**src/rtl/log_unit_pipe.sv**
```systemverilog
// log_unit_pipe: 3-stage valid/ready logical execution unit.
// Bitwise ops, sign extension, clz, byte popcount and CR0 on XLEN operands.
module log_unit_pipe #(
  parameter int RS_ID_WIDTH = 5,
  parameter int XLEN        = 32
) (
  input  logic                   clk,
  input  logic                   rst,
  input  logic                   input_valid,
  output logic                   input_ready,
  input  logic [RS_ID_WIDTH-1:0] rs_id_in,
  input  logic [4:0]             result_reg_addr_in,
  input  logic [XLEN-1:0]        op1,
  input  logic [XLEN-1:0]        op2,
  input  logic [3:0]             op,
  input  logic                   alter_cr0,
  input  logic                   xer_so,
  output logic                   output_valid,
  input  logic                   output_ready,
  output logic [RS_ID_WIDTH-1:0] rs_id_out,
  output logic [4:0]             result_reg_addr_out,
  output logic [XLEN-1:0]        result,
  output logic [3:0]             cr0,
  output logic                   cr0_valid,
  output logic                   xer_valid
);

  if (XLEN != 32 && XLEN != 64) begin : g_bad_xlen
    $error("log_unit_pipe: XLEN must be 32 or 64");
  end

  typedef struct packed {
    logic                   v;
    logic [RS_ID_WIDTH-1:0] rs_id;
    logic [4:0]             addr;
    logic [XLEN-1:0]        a;
    logic [XLEN-1:0]        b;
    logic [3:0]             op;
    logic                   alt;
    logic                   so;
  } s0_t;

  typedef struct packed {
    logic                   v;
    logic [RS_ID_WIDTH-1:0] rs_id;
    logic [4:0]             addr;
    logic [XLEN-1:0]        res;
    logic                   alt;
    logic                   so;
  } s1_t;

  typedef struct packed {
    logic                   v;
    logic [RS_ID_WIDTH-1:0] rs_id;
    logic [4:0]             addr;
    logic [XLEN-1:0]        res;
    logic [3:0]             cr0;
    logic                   alt;
  } s2_t;

  s0_t s0_q, s0_d;
  s1_t s1_q, s1_d;
  s2_t s2_q, s2_d;

  logic en0, en1, en2;
  logic [XLEN-1:0] res_c;
  logic [3:0] cr0_c;

  // Low w bits kept, bit w-1 replicated upward (w == XLEN is a pass-through).
  function automatic logic [XLEN-1:0] sext(
    input logic [XLEN-1:0] a,
    input int w
  );
    logic [XLEN-1:0] r;
    for (int i = 0; i < XLEN; i++)
      r[i] = (i < w) ? a[i] : a[w-1];
    return r;
  endfunction

  function automatic logic [XLEN-1:0] clz(
    input logic [XLEN-1:0] a,
    input int w
  );
    logic [6:0] n;
    logic hit;
    n   = '0;
    hit = 1'b0;
    for (int i = XLEN - 1; i >= 0; i--) begin
      if (i < w) begin
        if (a[i]) hit = 1'b1;
        else if (!hit) n = n + 7'd1;
      end
    end
    return {{(XLEN-7){1'b0}}, n};
  endfunction

  function automatic logic [XLEN-1:0] popcntb(
    input logic [XLEN-1:0] a
  );
    logic [XLEN-1:0] r;
    logic [3:0] c;
    r = '0;
    for (int b = 0; b < XLEN / 8; b++) begin
      c = '0;
      for (int k = 0; k < 8; k++)
        c = c + {3'b000, a[8*b+k]};
      r[8*b +: 8] = {4'b0000, c};
    end
    return r;
  endfunction

  always_comb begin
    res_c = '0;
    case (s0_q.op)
      4'd0:  res_c = s0_q.a & s0_q.b;
      4'd1:  res_c = s0_q.a | s0_q.b;
      4'd2:  res_c = s0_q.a ^ s0_q.b;
      4'd3:  res_c = ~(s0_q.a & s0_q.b);
      4'd4:  res_c = ~(s0_q.a | s0_q.b);
      4'd5:  res_c = ~(s0_q.a ^ s0_q.b);
      4'd6:  res_c = s0_q.a & ~s0_q.b;
      4'd7:  res_c = s0_q.a | ~s0_q.b;
      4'd8:  res_c = sext(s0_q.a, 8);
      4'd9:  res_c = sext(s0_q.a, 16);
      4'd10: res_c = sext(s0_q.a, 32);
      4'd11: res_c = clz(s0_q.a, 32);
      4'd12: res_c = clz(s0_q.a, XLEN);
      4'd13: res_c = popcntb(s0_q.a);
      default: res_c = '0;
    endcase
  end

  always_comb begin
    cr0_c[3] = s1_q.res[XLEN-1];
    cr0_c[1] = (s1_q.res == '0);
    cr0_c[2] = ~cr0_c[3] & ~cr0_c[1];
    cr0_c[0] = s1_q.so;
  end

  // Each stage advances when empty or when its downstream moves.
  always_comb begin
    en2 = ~s2_q.v | output_ready;
    en1 = ~s1_q.v | en2;
    en0 = ~s0_q.v | en1;
  end

  always_comb begin
    s0_d = s0_q;
    if (en0) begin
      s0_d.v = input_valid;
      if (input_valid) begin
        s0_d.rs_id = rs_id_in;
        s0_d.addr  = result_reg_addr_in;
        s0_d.a     = op1;
        s0_d.b     = op2;
        s0_d.op    = op;
        s0_d.alt   = alter_cr0;
        s0_d.so    = xer_so;
      end
    end
  end

  always_comb begin
    s1_d = s1_q;
    if (en1) begin
      s1_d.v = s0_q.v;
      if (s0_q.v) begin
        s1_d.rs_id = s0_q.rs_id;
        s1_d.addr  = s0_q.addr;
        s1_d.res   = res_c;
        s1_d.alt   = s0_q.alt;
        s1_d.so    = s0_q.so;
      end
    end
  end

  always_comb begin
    s2_d = s2_q;
    if (en2) begin
      s2_d.v = s1_q.v;
      if (s1_q.v) begin
        s2_d.rs_id = s1_q.rs_id;
        s2_d.addr  = s1_q.addr;
        s2_d.res   = s1_q.res;
        s2_d.cr0   = cr0_c;
        s2_d.alt   = s1_q.alt;
      end
    end
  end

  always_ff @(posedge clk) begin
    if (rst) begin
      s0_q <= '0;
      s1_q <= '0;
      s2_q <= '0;
    end else begin
      s0_q <= s0_d;
      s1_q <= s1_d;
      s2_q <= s2_d;
    end
  end

  assign input_ready         = en0;
  assign output_valid        = s2_q.v;
  assign rs_id_out           = s2_q.rs_id;
  assign result_reg_addr_out = s2_q.addr;
  assign result              = s2_q.res;
  assign cr0                 = s2_q.cr0;
  assign cr0_valid           = s2_q.alt;
  assign xer_valid           = 1'b0;

endmodule

```
**config.mk**
```make
export PLATFORM = sky130hd
export DESIGN_NAME = log_unit_pipe
export DESIGN_NICKNAME = d
export VERILOG_FILES = /design/src/rtl/log_unit_pipe.sv
export SDC_FILE = /design/constraint.sdc
export NUM_CORES = 1
export LEC_CHECK = 0
export CORE_MARGIN = 5
export CORE_UTILIZATION = 25
export CTS_BUF_LIST = sky130_fd_sc_hd__clkbuf_16
export CTS_CLUSTER_SIZE = 14
export DETAILED_ROUTE_END_ITERATION = 8
export GPL_TIMING_DRIVEN = 0
export SYNTH_ARGS = -nofsm -noshare
export SYNTH_HDL_FRONTEND = slang
export SYNTH_SLANG_ARGS = --single-unit
export TNS_END_PERCENT = 30
```
**constraint.sdc**
```tcl
create_clock -name clk -period 20.6 [get_ports clk]
set_input_delay 4.12 -clock clk [delete_from_list [all_inputs] [get_ports clk]]
set_output_delay 4.12 -clock clk [all_outputs]
set_load 0.01 [all_outputs]
```
# Yosys cells after proc, flatten, opt, wreduce, memory -nomap -nowiden
# Index checks and enable logic that the tools add are counted.
# classes
n_mux,311
n_eq_ne,13
bitwise_logic,18
n_reduce_logical,5
addsub,90
# ops
cell,count
two-way mux 7 bit,186
one-hot mux 32 bit (14 select lines),1
adder 7 x 1 -> 7 bit (second input constant),62
NOT 32 bit,4
two-way mux 1 bit,124
adder 4 x 1 -> 4 bit,16
AND 32 bit,2
bitwise OR 32 bit,2
zero test 32 bit,1
XOR 32 bit,1
== test 4 bit (second input constant),6
adder 3 x 1 -> 4 bit,4
== test 4 x 3 -> 1 bit (second input constant),4
adder 2 x 1 -> 3 bit,4
adder 1 x 1 -> 2 bit,4
== test 4 x 2 -> 1 bit (second input constant),2
AND reduction 2 bit,3
NOT 1 bit,5
== test 4 x 1 -> 1 bit (second input constant),1
zero test 4 bit,1
bitwise OR 1 bit,3
AND 1 bit,1
# totals
wordCells,457
ff_bits,174

# Logic depth before layout (Yosys ltp)
# depth
word_depth,126
mapped_depth,101
mapped_depth_nobuf,99

# Least setup slack after synthesis
# No wires, ideal clock.
# synth_path
kind,reg2reg
startpoint,register s0_q[69] (netlist name)
endpoint,register s1_q[7] (netlist name)
setup_time_ns,0.078
arrival_time_ns,17.115
path_slack_ns,3.407
n_path_buf,3
stages_incl_launch_ff,99
synth_period_minus_slack_ns,17.193
cell_sequence,dfxtp_1 buf_2 or2_2 inv_1 ha_1 nand2b_1 and2_1 clkbuf_1 xnor2_1 ha_1 nand2b_1 nand2_1 nand2_1 inv_1 ha_1 nand2_1 o21ai_0 ha_1 [63 not listed] nand2_1 nand2_1 ha_1 mux2i_1 o21ai_0 ha_1 nand2_1 nand2_1 ha_1 nor2b_1 xnor2_1 nor2_1 xnor2_1 nand4_1 a2111oi_2 xnor2_1 a31oi_1 nor3_1
# synth_between
elab_chain_cells,126
elab_cells_between_ends,373
classes_between,add/sub: 62; mux: 311
# synth_lines
item,line,text
from (decl),61,"s0_t s0_q, s0_d;"
from (signal assigned),193,s0_q <= '0;
from (signal assigned),197,s0_q <= s0_d;
two-way mux 1 bit,90,if (a[i]) hit = 1'b1;
two-way mux 7 bit,114,case (s0_q.op)
adder 7 x 1 -> 7 bit,91,else if (!hit) n = n + 7'd1;
two-way mux 7 bit,91,
two-way mux 7 bit,90,
two-way mux 7 bit,114,
adder 7 x 1 -> 7 bit,91,
two-way mux 7 bit,91,
[110 not listed],--,
adder 7 x 1 -> 7 bit,91,
two-way mux 7 bit,91,
two-way mux 7 bit,90,
two-way mux 7 bit,114,
adder 7 x 1 -> 7 bit,91,
two-way mux 7 bit,91,
two-way mux 7 bit,90,
one-hot mux 32 bit (14 select lines) (*),114,
to (signal assigned),194,s1_q <= '0;
to (signal assigned),198,s1_q <= s1_d;
to (decl),62,"s1_t s1_q, s1_d;"
# Every way passes the cells marked *; elsewhere a longest branch is shown, timed or not. The select of a mux whose other input is x is not followed.
# A chain may end at the register's enable or synchronous reset.

# Worst setup path in the final report
# Ends and elaborated chain as after synthesis.

==> impl_results.md <==
- Status: complete, no violations
- CTS Sinks: 173
- Synth Warn #: 0
- Drt drc: 0
- Syn Area/Cell: 7.413 sq um
- Max-cap violations: 0
- Worst path most repeated cell: ha_1
- Final nets: 2631
- Commonest cells after routing, fill and taps aside: 413 x nand2_1, 257 x a21oi_1, 172 x dfxtp_1
- Share of cells above drive strength 1: 0.04335
- Clk slew on worst S/H paths: 0.08 ns
- Most common cell after layout, fill and taps aside: nand2_1
- Critical Path Sink Type: register
- CTS Buf Count: 17
- Root Buffer: clkbuf_16
- Rows: 93
- # fillers: 7110
- Routed Antenna Nets: 0
- CTS tree: yes
- Setup violations, final: 0
- Setup TNS: 0 ns
- GRT Util Overall: 0.1656
- Die Width: 266.1 um
- Area of the multi-input gates: 0.01204 sq mm
- Slew headroom: 0.2515
- CTS Hold Bufs: 0
- Post-route minimum period: 19.25 ns
- FFs w/ async S/R, synth: 0
- Critical Path AT: 19.62 ns
- Syn-to-layout area delta: 18.74%
- Global-route wire length before repair: 93.35 mm
- Pin count of the biggest net entering global routing: 19
- Initial antenna violation count: 1
- GP Congestion: 0.9690
- CTS Buffer Depth: 2
- Max-slew violations: 0
- Min-Delay Path Depth: 2
- Die footprint: 0.07081 sq mm
- H-Tree Depth: 4
- Initial core utilization: 0.2534
- CORE AREA: 0.06470 sq mm
- Syn_nets: 2480
- Drt wl/cell: 19.07 um
- CP required: 20.96 ns
- Post-Syn Instances: 2212
- DIE HEIGHT: 266.1 um
- Skew final: 0.01172 ns
- Post-synth EDFFs: 0
- Vias in the first global route: 15834
- DR vias: 16827
- Drt total wl: 61.62 mm
- Actual slew at the worst max-slew pin: 1.114 ns
- Unrepaired setup endpoints after global routing: false
- P_leak: 7.302 nW
- Antenna fix cells: 0
- Critical Path Fanout Max: 9
- Total Power: 0.001508 W
- Unique masters post-synth: 95
- Final Hold Vio Count: 0
- Pwr Density: 77.45 mW/mm^2
- Fmax: 51.94 MHz
- Seq/Total Area, Yosys: 0.2112
- CP peak stage delay: 0.46 ns
- First DRT Iteration DRCs: 1654
- Pre-antenna DRT Iters: 6
- FF/Latch Area: 0.003465 sq mm
- Final period util: 0.9346
- DPL Wire Length: 48.30 mm
- Synthesized area: 0.01640 sq mm
- Worst hold path class: register to register
- Skew-Pair Late Insertion Delay: 0.45 ns
- Worst path slowest cell: or3_1
- Path depth of the worst reg2reg path: 99
- I/O pins: 134
- Peak VDD IR: 45.56 uV
- Post-DR vias/cell: 5.208
- FF+latch count, synth: 173
- Critical Path Start Type: register
- Grt ovf: 0
- Setup CP Type: register to register
- Main synth FF type: dfxtp_1
- I/O Buffers: 131
==> worst max-delay path: cells and delay by family (launching register included) <==
| kind | cells | cell delay (ns) |
|---|---|---|
| adder cells (fa/ha/maj) | 17 | 5.26 |
| AND/OR/NAND/NOR | 34 | 5.01 |
| AO/OA/AOI/OAI | 25 | 4.29 |
| XOR/XNOR | 14 | 2.59 |
| multiplexers | 5 | 1.03 |
| buffers and inverters | 4 | 0.64 |
| flip-flops | 1 | 0.34 |
==> layout make-up <==
cell class	instances	share of cell area
Multi-Input combinational cell	1792	0.6183
Clock inverter	15	0.01028
Buffer	139	0.02795
Sequential cell	173	0.1779
Tap cell	855	0.05495
Clock buffer	17	0.02185
Inverter	107	0.02063
Timing Repair Buffer	133	0.06812
==> synthesized netlist by cell type, types with 16 or more instances <==
cell,count,share of area
inv_1,105,0.024
xor2_1,32,0.017
ha_1,168,0.13
nor4_1,23,0.0088
dfxtp_1,173,0.21
fa_1,16,0.020
nor2b_1,25,0.0095
a22oi_1,32,0.015
o221ai_1,18,0.0096
a31oi_1,19,0.0072
mux2i_1,56,0.034
o211ai_1,17,0.0078
and3_1,20,0.0076
nand2b_1,17,0.0065
nand2_1,413,0.095
xnor2_1,89,0.048
nand4_1,17,0.0065
nand3_1,38,0.012
nor3_1,42,0.013
o21ai_0,92,0.028
clkbuf_1,123,0.028
a211oi_1,29,0.013
nor2_1,152,0.035
or3_1,16,0.0061
a21oi_1,258,0.079
==> cell families after synthesis <==
| group | after synthesis | share of synthesized area |
|---|---|---|
| and+or+nand+nor | 819 | 0.2258 |
| AOI/OAI and AO/OA | 575 | 0.2213 |
| buffers and inverters | 247 | 0.05776 |
| adders and majority gates | 186 | 0.1490 |
| DFF | 173 | 0.2112 |
| xor gates and xnor gates | 143 | 0.09233 |
| muxes | 68 | 0.04243 |
| other | 1 | 0.0002287 |
==> routing by layer <==
metal	GRT usage	up-vias	share of wire	wire [um]
met2	0.2738	659	0.46	28520
met5	0	-	0.00021	13
li1	-	8047	-	-
met1	0.2183	7993	0.43	26460
met4	0.06220	2	0.038	2348
met3	0.02595	126	0.069	4269
==> where the power goes <==
group | switching (W) | internal [W] | total (W) | leakage [nW]
Combinational | 0.000465 | 0.000329 | 0.000794 | 5.59
Sequential | 0.0000181 | 0.000347 | 0.000365 | 1.41
Clock | 0.000163 | 0.000186 | 0.000349 | 0.305
Total | 0.000646 | 0.000862 | 0.00151 | 7.30
==> stage by stage <==
stage | util | hold slack (ns) | worst slack [ns] | cell area [sq um] | instances
after floorplan | - | 0.4321 | 3.407 | 16400 | 2212
after global placement | 0.2902 | 0.4388 | 0.8736 | 18780 | 3198
after detailed placement | 0.2903 | 0.4456 | 0.7438 | 18780 | 3198
after CTS | 0.3000 | 0.4553 | 0.6285 | 19410 | 3230
after global routing | 0.3009 | 0.4694 | 0.08625 | 19470 | 3231
final | 0.3009 | 0.4536 | 1.347 | 19470 | 3231
==> state kept, by name, indices dropped and copies added (netlist names) <==
| name | flops |
|---|---|
| result_reg_addr_out | 5 |
| s1_q | 43 |
| cr0_valid | 1 |
| cr0 | 4 |
| result | 31 |
| output_valid | 1 |
| s0_q | 81 |
| rs_id_out | 5 |
| cr0_c | 2 |
==> worst paths after layout <==
check	from	endpoint	slack, ns
worst min register to register	s0_q[70]	s1_q[34]	0.45
worst max register to register	s0_q[69]	s1_q[7]	1.35
worst min-delay path	s0_q[70]	s1_q[34]	0.45
worst max-delay path	s0_q[69]	s1_q[7]	1.35
==> repair_timing <==
| action | in CTS | in global routing |
|---|---|---|
| setup endpoints to repair | 0 | 6 |
| resized for setup | 0 | 13 |
| setup buffers | 0 | 2 |
Power figures use the tool's default switching activity.
